$ cat config.mk
export PLATFORM = sky130hd
export DESIGN_NAME = seg_result_decoder
export DESIGN_NICKNAME = d
export VERILOG_FILES = /design/src/rtl/seg_result_decoder.sv
export SDC_FILE = /design/constraint.sdc
export NUM_CORES = 1
export LEC_CHECK = 0
export CAP_MARGIN = 20
export CORE_MARGIN = 2
export CORE_UTILIZATION = 45
export CTS_BUF_LIST = sky130_fd_sc_hd__clkbuf_4
export CTS_CLUSTER_DIAMETER = 150
export DETAILED_ROUTE_END_ITERATION = 12
export GPL_TIMING_DRIVEN = 0
export PLACE_DENSITY_LB_ADDON = 0.12
export REMOVE_ABC_BUFFERS = 1
export SLEW_MARGIN = 25
export SYNTH_ARGS = -nofsm -noshare
export SYNTH_HDL_FRONTEND = slang
export SYNTH_SLANG_ARGS = --single-unit
$ cat constraint.sdc
create_clock -name clk_2 -period 3.3 [get_ports clk_2]
set_input_delay 0.99 -clock clk_2 [delete_from_list [all_inputs] [get_ports clk_2]]
set_output_delay 0.99 -clock clk_2 [all_outputs]
set_load 0.05 [all_outputs]
$ cat src/rtl/seg_result_decoder.sv
// ---------------------------------------------------------------------------
// seg_result_decoder
//
// Readback monitor for the add/sub/mul result display. Samples the 8-bit
// 7-segment bus, waits until a pattern has been identical for STABLE_CYCLES
// consecutive edges, then decodes it to a signed 3-bit value or an overflow
// marker. Decoded entries go into a small show-ahead FIFO. Settled patterns
// that are not in the decode table are counted and never queued.
//
// Ports
//   clk_2       in   1      system clock, rising edge
//   rst_n       in   1      synchronous reset, active-low
//   seg_in      in   8      7-seg pattern, bit7 = minus/overflow segment
//   rd_en       in   1      pop FIFO head (ignored when valid=0)
//   valid       out  1      FIFO not empty
//   val_out     out  3      signed head value (two's complement), 0 when empty
//   ovf_out     out  1      head entry is the overflow marker, 0 when empty
//   fifo_full   out  1      FIFO holds FIFO_DEPTH entries
//   err_count   out  CNT_W  settled patterns not in the decode table (saturating)
//   drop_count  out  CNT_W  accepted entries lost to a full FIFO (saturating)
//   dbg_state   out  1      sampler FSM state (0 = SETTLE, 1 = LOCKED)
//
// Handshake: the head entry is presented on val_out/ovf_out whenever
// valid=1; it is consumed on a rising edge where rd_en=1 and valid=1.
// rd_en with valid=0 has no effect. There is no backpressure on the
// producer side: an accept into a full FIFO with no pop on that edge is
// dropped and counted.
// ---------------------------------------------------------------------------
module seg_result_decoder #(
    parameter int STABLE_CYCLES = 4,
    parameter int FIFO_DEPTH    = 4,
    parameter int CNT_W         = 8
) (
    input  logic             clk_2,
    input  logic             rst_n,
    input  logic [7:0]       seg_in,
    input  logic             rd_en,
    output logic             valid,
    output logic [2:0]       val_out,
    output logic             ovf_out,
    output logic             fifo_full,
    output logic [CNT_W-1:0] err_count,
    output logic [CNT_W-1:0] drop_count,
    output logic             dbg_state
);

    localparam int RUN_W = $clog2(STABLE_CYCLES + 1);
    localparam int AW    = $clog2(FIFO_DEPTH);
    localparam logic [RUN_W-1:0] RUN_MAX = RUN_W'(STABLE_CYCLES);

    typedef enum logic {
        ST_SETTLE = 1'b0,
        ST_LOCKED = 1'b1
    } state_t;

    // ------------------------------------------------------------------
    // Sampler
    // ------------------------------------------------------------------
    logic [7:0]       r_last_seg;
    logic [RUN_W-1:0] r_run;
    state_t           r_state;

    logic             w_change;
    logic [RUN_W-1:0] w_run_nxt;
    state_t           w_state_nxt;
    logic             w_accept;

    // run==0 only right after reset, so the first sample always starts a run.
    always_comb begin
        w_change  = (r_run == '0) || (seg_in != r_last_seg);
        w_run_nxt = r_run;
        if (w_change) begin
            w_run_nxt = RUN_W'(1);
        end else if (r_run != RUN_MAX) begin
            w_run_nxt = r_run + RUN_W'(1);
        end
    end

    // A change always drops back to SETTLE, so a change counts as SETTLE for
    // the accept test; this is what lets STABLE_CYCLES=1 accept a new pattern
    // on its very first sample even when coming from LOCKED.
    always_comb begin
        w_state_nxt = r_state;
        w_accept    = 1'b0;
        if ((w_change || (r_state == ST_SETTLE)) && (w_run_nxt == RUN_MAX)) begin
            w_accept    = 1'b1;
            w_state_nxt = ST_LOCKED;
        end else if (w_change) begin
            w_state_nxt = ST_SETTLE;
        end
    end

    always_ff @(posedge clk_2) begin
        if (!rst_n) begin
            r_last_seg <= 8'h00;
            r_run      <= '0;
            r_state    <= ST_SETTLE;
        end else begin
            r_last_seg <= seg_in;
            r_run      <= w_run_nxt;
            r_state    <= w_state_nxt;
        end
    end

    // ------------------------------------------------------------------
    // Decoder (seg_in equals the settled pattern on every accept edge)
    // ------------------------------------------------------------------
    logic       w_code_ok;
    logic       w_code_ovf;
    logic [2:0] w_code_val;

    always_comb begin
        w_code_ok  = 1'b1;
        w_code_ovf = 1'b0;
        w_code_val = 3'b000;
        case (seg_in)
            8'h3F: w_code_val = 3'b000;
            8'h06: w_code_val = 3'b001;
            8'h5B: w_code_val = 3'b010;
            8'h4F: w_code_val = 3'b011;
            8'h86: w_code_val = 3'b111;
            8'hDB: w_code_val = 3'b110;
            8'hCF: w_code_val = 3'b101;
            8'hE6: w_code_val = 3'b100;
            8'h80: w_code_ovf = 1'b1;
            default: w_code_ok = 1'b0;
        endcase
    end

    // ------------------------------------------------------------------
    // Show-ahead FIFO; pointers carry one extra wrap bit to tell full
    // from empty.
    // ------------------------------------------------------------------
    logic [3:0]  r_mem [FIFO_DEPTH];
    logic [AW:0] r_wr_ptr;
    logic [AW:0] r_rd_ptr;
    logic [CNT_W-1:0] r_err_count;
    logic [CNT_W-1:0] r_drop_count;

    logic       w_empty;
    logic       w_full;
    logic       w_push_req;
    logic       w_push;
    logic       w_pop;
    logic       w_drop;
    logic       w_err;
    logic [3:0] w_head;

    always_comb begin
        w_empty    = (r_wr_ptr == r_rd_ptr);
        w_full     = (r_wr_ptr[AW] != r_rd_ptr[AW]) &&
                     (r_wr_ptr[AW-1:0] == r_rd_ptr[AW-1:0]);
        w_push_req = w_accept && w_code_ok;
        w_pop      = rd_en && !w_empty;
        // A pop on the same edge frees the head slot, so a full FIFO can
        // still take the new entry (it lands in the slot being vacated).
        w_push     = w_push_req && (!w_full || w_pop);
        w_drop     = w_push_req && w_full && !w_pop;
        w_err      = w_accept && !w_code_ok;
        w_head     = r_mem[r_rd_ptr[AW-1:0]];
    end

    always_ff @(posedge clk_2) begin
        if (rst_n && w_push) begin
            r_mem[r_wr_ptr[AW-1:0]] <= {w_code_ovf, w_code_val};
        end
    end

    always_ff @(posedge clk_2) begin
        if (!rst_n) begin
            r_wr_ptr     <= '0;
            r_rd_ptr     <= '0;
            r_err_count  <= '0;
            r_drop_count <= '0;
        end else begin
            if (w_push) begin
                r_wr_ptr <= r_wr_ptr + (AW+1)'(1);
            end
            if (w_pop) begin
                r_rd_ptr <= r_rd_ptr + (AW+1)'(1);
            end
            if (w_err && (r_err_count != '1)) begin
                r_err_count <= r_err_count + CNT_W'(1);
            end
            if (w_drop && (r_drop_count != '1)) begin
                r_drop_count <= r_drop_count + CNT_W'(1);
            end
        end
    end

    // ------------------------------------------------------------------
    // Outputs
    // ------------------------------------------------------------------
    assign valid      = !w_empty;
    assign val_out    = w_empty ? 3'b000 : w_head[2:0];
    assign ovf_out    = w_empty ? 1'b0   : w_head[3];
    assign fifo_full  = w_full;
    assign err_count  = r_err_count;
    assign drop_count = r_drop_count;
    assign dbg_state  = r_state;

endmodule

==> flow_metrics.py <==
metrics = {
    "placement": {
        "port_buffers": 33,
        "dpl.cell_count": 352,
        "gp_congestion": 0.7950,
        "hpwl_um": 3617,
    },
    "logic_synthesis": {
        "synth_edf_count": 16,
        "ys_seq_area_share_pct": 46.31,
        "ys.flop_type": "dfxtp_1",
        "ys_seq_elements": 52,
        "avgSynthCellArea_um2": 10.09,
        "yosysUniqueCellTypes": 47,
        "syn_area_um2": 2594,
        "synth_cells": 257,
        "ys_warn_count": 0,
        "synth_async_sr_flop_share_pct": 0,
    },
    "timing": {
        "period_share_pct": 94.33,
        "slew_violations": 0,
        "worst_pin_slew_ns": 0.8655,
        "fin_tns_setup_ns": 0,
        "rsz0062_at_grt": "false",
        "finalHoldWorstSlack_ns": 0.4949,
        "clock.fmax_mhz": 321.2,
        "setup_viol": 0,
        "final.setup_skew_ns": 0.01104,
        "min_period_ns": 3.113,
        "hold_viol_final": 0,
        "relSlewSlack_pct": 42.30,
    },
    "global_routing": {
        "grt_max_degree": 28,
        "grt_use_total_pct": 16.92,
        "grt_pass1_vias": 1785,
        "grt_pass1_wl_um": 8431,
        "grt_overflow": 0,
        "antenna_found_initial": 0,
    },
    "final_layout": {
        "finalNonFillerCells": 361,
        "drive_above_1_share_pct": 10.03,
        "finish.utilization_pct": 56.35,
        "antennaDiodeCount": 0,
        "syn_to_final_growth_pct": 20.36,
        "nNetsFinal": 308,
    },
    "route": {
        "post-route-drc-count": 0,
        "num_vias": 1921,
        "wl_per_cell_um": 13.83,
        "via_per_inst": 5.321,
        "first_iter_violations": 92,
        "drtAntennaViolNets": 0,
        "wirelength_um": 4993,
        "firstDrtPassIters": 4,
    },
    "clocking": {
        "clkTransAtPathRegs_ns": 0.15,
        "cts_tree": "yes",
        "clk_latency_ns": 0.37,
        "cts.sinks": 52,
        "cts_max_path_buffers": 2,
        "cts_buffers": 5,
        "cts_hold_buffers": 0,
        "h-tree-depth": 2,
        "root_buffer": "clkbuf_4",
    },
    "critical_path": {
        "critPathMaxFanout": 8,
        "crit_type": "input port to flop",
        "path_cells": "clkdlybuf4s50_1 > nand2_1 > nor4bb_4 > a221o_1 > nor2_1 > nor4_2 > and2_1",
        "crit_arrival_ns": 3.19,
        "end_kind": "flop",
        "worstPathRequired_ns": 3.38,
        "startpoint_type": "input port",
        "slowest_stage": "clkdlybuf4s50_1",
        "cpPeakStageDelay_ns": 0.62,
    },
    "pwr": {
        "power_leakage_nw": 1.207,
        "peakVddDrop_v": 0.0002472,
        "combPwrFrac_pct": 6.6,
        "p_seq_share_pct": 64.7,
        "p_int_w": 0.0007845,
        "power_density_nw_per_um2": 328.9,
        "netSwitchingPower_w": 0.0002421,
        "sw_frac_of_total_pct": 23.58,
        "clkPwrFrac_pct": 28.7,
    },
    "floorplanning": {
        "core_um2": 5540,
        "num_rows": 27,
        "start_util_pct": 46.82,
        "ios": 34,
        "die_x_um": 79.92,
        "chipHeight_um": 79.92,
        "die-area_um2": 6387,
    },
    "worst_hold_path": {
        "hp-class": "flop to flop",
    },
    "job": {
        "maxCapViolCount": 0,
    },
    "run_status": {
        "outcome": "completed",
    },
}
-- logic make-up (layout without fill, tap and decap cells) --
family	Yosys count	in the layout	synth area share [%]
compound gates	37	37	10.08
xor+xnor	16	16	5.403
fa+ha+maj	9	9	4.342
buf+inv	21	53	3.328
flops	52	52	46.31
mux	13	13	6.947
simple gates	109	109	23.59
-- flip-flops by register name, summed over array words and instances (netlist names), named ones only --
name        flops
r_rd_ptr        3
r_last_seg      8
err_count       8
drop_count      8
r_run           3
r_wr_ptr        3
r_mem          16
dbg_state       1
-- routing by layer --
layer | vias to the layer above | global-route usage [%] | wire, um
li1 | 987 | - | -
met2 | 23 | 26.42 | 2284
met1 | 906 | 22.77 | 2512
met3 | 5 | 3.507 | 127
met4 | 0 | 6.949 | 68
met5 | - | 0 | 0
-- worst max-delay path, delay by kind of cell --
kind | cells | cell delay, ns
AND/OR/NAND/NOR | 5 | 1.25
buffers and inverters | 1 | 0.62
AO/OA/AOI/OAI | 1 | 0.34
-- what timing repair did --
action	CTS	global route
setup endpoints to repair	23	31
resized for setup	7	14
cloned	0	0
setup buffers	0	1
pin swaps	0	1
-- placed cells by master, fill, tap and decap left out, types with 2 or more instances in the layout --
cell type,instances
o21a_1,2
xor2_1,4
edfxtp_1,16
nand2_1,22
or3_1,6
a31oi_1,2
dlymetal6s2s_1,6
o21ai_0,7
mux2i_1,9
dfxtp_1,36
and2_2,3
nor3_1,2
nor3_2,2
nand4_1,6
nand3_1,12
a21oi_1,11
dlygate4sd2_1,2
inv_1,11
a31o_2,2
and2_1,15
and3_1,10
ha_1,9
xnor2_1,12
mux4_2,4
nor2_1,10
clkdlybuf4s50_1,25
clkbuf_4,6
and4b_1,3
nand2b_1,8
-- path summary, 6_finish.rpt --
kind,depth (start not counted),to,from,slack (ns)
hold / removal,2,r_wr_ptr[2]$_SDFFE_PN0P_,r_wr_ptr[2]$_SDFFE_PN0P_,0.49
setup / recovery,7,r_mem[2][0]$_DFFE_PP_,seg_in[0],0.19
setup reg to reg,8,r_mem[2][0]$_DFFE_PP_,r_run[0]$_SDFF_PN0_,0.45
hold reg to reg,2,r_wr_ptr[2]$_SDFFE_PN0P_,r_wr_ptr[2]$_SDFFE_PN0P_,0.49
-- cell usage after synthesis (all sizes together) (2+ instances only) --
master / n / area (um2)
a2111oi: 2 / 36.29
a21oi: 11 / 55.05
a31o: 2 / 17.52
a31oi: 2 / 12.51
and2: 18 / 112.6
and3: 10 / 62.56
and4b: 3 / 30.03
buf: 6 / 30.03
clkbuf: 4 / 15.01
dfxtp: 36 / 720.7
edfxtp: 16 / 480.5
ha: 9 / 112.6
inv: 11 / 41.29
mux2i: 9 / 90.09
mux4: 4 / 90.09
nand2: 22 / 82.58
nand2b: 8 / 50.05
nand3: 12 / 60.06
nand4: 6 / 37.54
nor2: 11 / 43.80
nor3: 5 / 25.02
o21a: 2 / 15.01
o21ai: 8 / 43.79
or3: 6 / 37.54
xnor2: 12 / 105.1
xor2: 4 / 35.03
-- layout make-up --
| type | instances | area (um2) |
|---|---|---|
| Inverter | 11 | 41.29 |
| Sequential cell | 52 | 1201 |
| Timing Repair Buffer | 34 | 350.3 |
| Tap cell | 72 | 90.09 |
| Fill cell | 525 | 2419 |
| Clock buffer | 6 | 45.04 |
| Clock inverter | 2 | 16.27 |
| Multi-Input combinational cell | 184 | 1378 |
-- power by group through the flow --
stage	clock, W	combinational [W]	sequential [W]
floorplan	0	0.0000326	0.000678
global placement	0	0.0000633	0.000678
detailed placement	0	0.0000641	0.000678
CTS	0.000308	0.0000652	0.000664
global route	0.000332	0.0000757	0.000665
finish	0.000295	0.0000680	0.000664
-- metrics by stage --
stage                     setup slack, ns  total power, W  cell area [um2]
after floorplan                    0.4301       0.0007102             2549
after global placement            -0.6442       0.0007412             2969
after detailed placement          -0.6752       0.0007420             2970
after CTS                        0.001784        0.001037             3064
after global routing              0.01894        0.001072             3122
final                              0.1871        0.001027             3122
(Power assumes the default switching activity.)
